File: config.mk
export PLATFORM = sky130hd
export DESIGN_NAME = niosII_system_sysid_timeout_ctr
export DESIGN_NICKNAME = d
export VERILOG_FILES = /design/src/rtl/niosii_system_sysid_timeout_ctr.sv
export SDC_FILE = /design/constraint.sdc
export NUM_CORES = 1
export LEC_CHECK = 0
export ABC_AREA = 1
export BUFFER_PORTS_ARGS = -buffer_cell sky130_fd_sc_hd__buf_4
export CORE_MARGIN = 5
export CORE_UTILIZATION = 45
export DETAILED_ROUTE_END_ITERATION = 7
export PLACE_DENSITY_LB_ADDON = 0.1
export SLEW_MARGIN = 40
export SYNTH_ARGS = -nofsm -noshare
export SYNTH_HDL_FRONTEND = slang
export SYNTH_SLANG_ARGS = --single-unit
File: constraint.sdc
create_clock -name clk -period 1.2 [get_ports clk]
set_input_delay 0.24 -clock clk [delete_from_list [all_inputs] [get_ports clk]]
set_output_delay 0.24 -clock clk [all_outputs]
set_load 0.05 [all_outputs]
File: src/rtl/niosii_system_sysid_timeout_ctr.sv
// ============================================================================
// Module : niosII_system_sysid_timeout_ctr
// Brief  : Loadable saturating wait counter with clear, enable and expiry flag
// Rev    : 1.0  initial release
// ============================================================================
`timescale 1ns/1ps
`default_nettype none

module niosII_system_sysid_timeout_ctr #(
    parameter int unsigned W     = 8,
    parameter logic [W-1:0] LIMIT = {W{1'b1}}
) (
    input  logic         clk,
    input  logic         rst_n,
    input  logic         clr_i,
    input  logic         en_i,
    input  logic         load_i,
    input  logic [W-1:0] load_val_i,
    output logic         expired_o
);

    localparam logic [W-1:0] c_LAST = LIMIT - W'(1);

    logic [W-1:0] count_q;
    logic [W-1:0] count_d;

    always_comb begin
        count_d = count_q;
        if (clr_i) begin
            count_d = '0;
        end else if (load_i) begin
            count_d = load_val_i;
        end else if (en_i && (count_q != LIMIT)) begin
            count_d = count_q + W'(1);
        end
    end

    always_ff @(posedge clk or negedge rst_n) begin
        if (!rst_n) begin
            count_q <= '0;
        end else begin
            count_q <= count_d;
        end
    end

    // Flags the enabled cycle that brings the count up to LIMIT.
    assign expired_o = en_i && (count_q >= c_LAST);

endmodule

`default_nettype wire

* After elaboration in Yosys (flattened, before gate mapping)
Index checks and enable logic that the tools add are counted.
** Word-level totals
- Flip-flop bits (word level) :: 8
- Input bits :: 13
- Output and inout port bits :: 1
- Logic and storage cells :: 10
** Operators by class
- $add $sub $neg :: 1
- $lt $le $gt $ge :: 1
- Eq/ne operators :: 1
- Muxes and demuxes :: 3
- Reduce and logical (&&, ||, !) cells :: 3
** Operators with widths (number)
- 8-bit 2-to-1 mux :: 3
- 8-bit by 1-bit adder with 8-bit output, second input constant :: 1
- 8-bit greater-or-equal comparator, second input constant :: 1
- 8-bit inequality test, second input constant :: 1
- 3-bit nonzero test :: 1
- 1-bit logical AND :: 2

* Longest topological paths before layout
- Depth after elaboration :: 5
- Mapped depth :: 10
- Depth with buffers taken out :: 10

* Worst setup path after synthesis
No wires, ideal clock.
- Path type :: register to output
- Start :: reg count_q[0]
- End :: out expired_o
- Arrival :: 1340 ps
- Slack :: -380 ps
- Stages on the path, launching flop included :: 5
- Path buffers :: 0
- Path through :: dfrtp_1 inv_1 ha_1 o211ai_1 nor2_1
** Between the ends
- Cells in the longest elaborated chain, start to end :: 2
** Ends and longest elaborated chain
- start, declared :: line 24 : logic [W-1:0] count_q;
- start signal, assigned :: line 42 : count_q <= count_d;
- 8-bit greater-or-equal comparator :: line 47 : assign expired_o = en_i && (count_q >= c_LAST);
- 1-bit logical AND :: line 47
- end, declared :: line 19 : output logic expired_o
Every way passes these cells.

* Worst setup path after layout
Same ends and word-level chain as after synthesis.

==> results.cfg <==
[run_status]
status = finished with violations
failed_checks = setup timing

[floorplanning]
rows = 13
start_util_pct = 48.2
core_area_um2 = 1320
dieArea_um2 = 2260
die_x_um = 47.6
die_y_um = 47.6
io_pins = 14

[sta]
setup_slack_ns = -0.329
skew_ns = 0.000653
final-max-slew-violation-count = 0
min_period_ns = 1.53
fin_crit_sh_pct = 127
maxSlewHeadroom_pct = 81.9
rsz0062_at_grt = yes
hold_viol = 0
tightest_slew_ns = 0.270
setup_viol = 9
fmax_mhz = 654

[logic_synthesis]
yosysTopAreaCellShare_pct = 31.5
synth_top_family_by_area = simple AND/OR/NAND/NOR gates
yosys-top-cells-area = dfrtp_1, nand2_1, nand3_1, inv_1, nand2_4
synth_warnings = 0
netlist_area_um2 = 636
ys_seq_area_share_pct = 31.5
ys_ff_latch = 8
synthSimpleGateAreaFrac_pct = 42.1
synth.distinct_cells = 21
synth_compound_area_share_pct = 13.8
synthXorXnorAreaFrac_pct = 0
yosys.area_share.adder_pct = 3.94
synth.area.mux_share_pct = 0
syn_inst = 91
synth_nets = 106
avgSynthCellArea_um2 = 6.98
synth_top_area_cell = dfrtp_1

[clock_tree]
cts.sink_count = 8
clock_latency_ns = 0.26
cts-htree-levels = 1
clockBufferDepth = 2
numCtsBuffers = 3
cts_tree = done
path_clk_slew_ns = 0.05
cts_root_buf = clkbuf_4

[grt]
overflow = 0
grt_pass1_vias = 724
antenna_found_initial = 0
grt_pass1_wl_um = 3090
grt_max_degree = 10
grt_usage_pct = 19.8

[detailed_routing]
antenna_left = 0
num_vias = 727
drc = 0
wl_per_cell_um = 13.4
drtIter0Drc = 16
drt-pass1-iter-count = 4
vias_per_cell = 5.16
wl_um = 1900

[setup_path]
slowest_delay_ns = 0.37
criticalPathCategory = register to output pin
cp_max_fo = 2
arrival_ns = 1.29
cp_slowest_cell = dfrtp_1
required_ns = 0.96
worstSetupStartpointType = register
end_kind = output pin
path_cells = inv_2 > ha_2 > o211ai_1 > nor2_4 > buf_6

[finish]
fillers = 99
largest_reg_flops = 8
final_nets = 143
drive_above_1_share_pct = 50.0
final_common_cell = buf_4
final_cell_mix = buf_4, nand2_1, inv_1, nand3_1, dfrtp_1
fin_cells = 141
largest-register = count_q
reg_top3 = count_q x8
antenna_cells = 0
areaGrowthSynthToFinish_pct = 59.6

[placed_design]
place_inst = 132
pre_cts_ws_ns = -0.131
gp_congestion = 0.898
numPortBuffers = 13
dp_hpwl_um = 1360

[power_and_ir_drop]
ir_drop_mv = 0.536
cellPowerDensity_nw_per_um2 = 782
p_leak_nw = 0.487

[run]
drv_cap = 0

[hold_path]
min_path_type = primary input to register
-- metrics by stage --
stage / total power, mW / cell area (µm²) / utilization, % / TNS, ns / hold WS [ns]
6_report: 0.793 / 1010 / 77.0 / -2.41 / 0.257
5_1_grt: 0.834 / 1010 / 77.0 / -3.08 / 0.287
4_1_cts: 0.764 / 957 / 72.6 / -1.41 / 0.262
3_5_place_dp: 0.520 / 862 / 65.4 / -0.948 / 0.0712
3_3_place_gp: 0.517 / 862 / 65.4 / -0.570 / 0.0689
2_1_floorplan: 0.414 / 646 / - / -0.266 / -0.0556
-- cell usage after synthesis (all sizes together) --
library cell   n
nand2         29
inv           12
nor2          10
nand3          9
dfrtp          8
o21ai          7
o22ai          3
or2            3
ha             2
nand4          2
a21oi          1
a31oi          1
buf            1
clkinv         1
o211ai         1
o21bai         1
-- final timing paths --
check	cells past startpoint	to	from	slack, ns
worst max-delay path	5	expired_o	count_q[0]	-0.33
worst min-delay path	3	count_q[3]	load_val_i[3]	0.26
worst max register to register	11	count_q[5]	count_q[0]	-0.28
worst min register to register	3	count_q[6]	count_q[6]	0.60
max in group asynchronous	2	count_q[2]	rst_n	0.72
min in group asynchronous	2	count_q[4]	rst_n	0.35
-- metal layers --
layer / part of all wire [%] / vias to the layer above / global-route usage (%)
met4: 1.1 / 0 / 6.45
met2: 51 / 18 / 34.2
met3: 4.9 / 4 / 3.38
met1: 43 / 338 / 24.9
li1: - / 367 / -
met5: 0 / - / 0
-- cell type report --
type | count | area (µm²) | area share (%)
Multi-Input combinational cell | 69 | 455 | 44.9
Timing Repair Buffer | 33 | 262 | 25.8
Sequential cell | 8 | 200 | 19.7
Inverter | 13 | 56.3 | 5.55
Clock buffer | 3 | 22.5 | 2.22
Tap cell | 15 | 18.8 | 1.85
-- where the power goes --
group	leakage, nW	switching [mW]	internal [mW]
clock	0.0138	0.0993	0.115
sequential	0.105	0.0187	0.291
combinational	0.369	0.132	0.137
-- worst max-delay path: cells and delay by family, from the launching register on --
family / cells / cell delay [ns]
AOI/OAI and AO/OA: 1 / 0.25
and+or+nand+nor: 1 / 0.04
buffers and inverters: 2 / 0.20
adders and majority gates: 1 / 0.17
DFF: 1 / 0.37
-- what timing repair did --
| action | in CTS | in global routing |
|---|---|---|
| pin swaps | 2 | 5 |
| setup buffers | 3 | 2 |
| gates resized for setup | 9 | 10 |
| endpoints found under the setup margin | 9 | 9 |
| hold buffers | 1 | 0 |
| endpoints found under the hold margin | 8 | 0 |
-- kinds of logic after synthesis --
| kind of cell | after synthesis |
|---|---|
| flip-flops | 8 |
| buffers and inverters | 14 |
| AO/OA/AOI/OAI | 14 |
| adder cells (fa/ha/maj) | 2 |
| AND/OR/NAND/NOR | 53 |
Power figures use the tool's default switching activity.
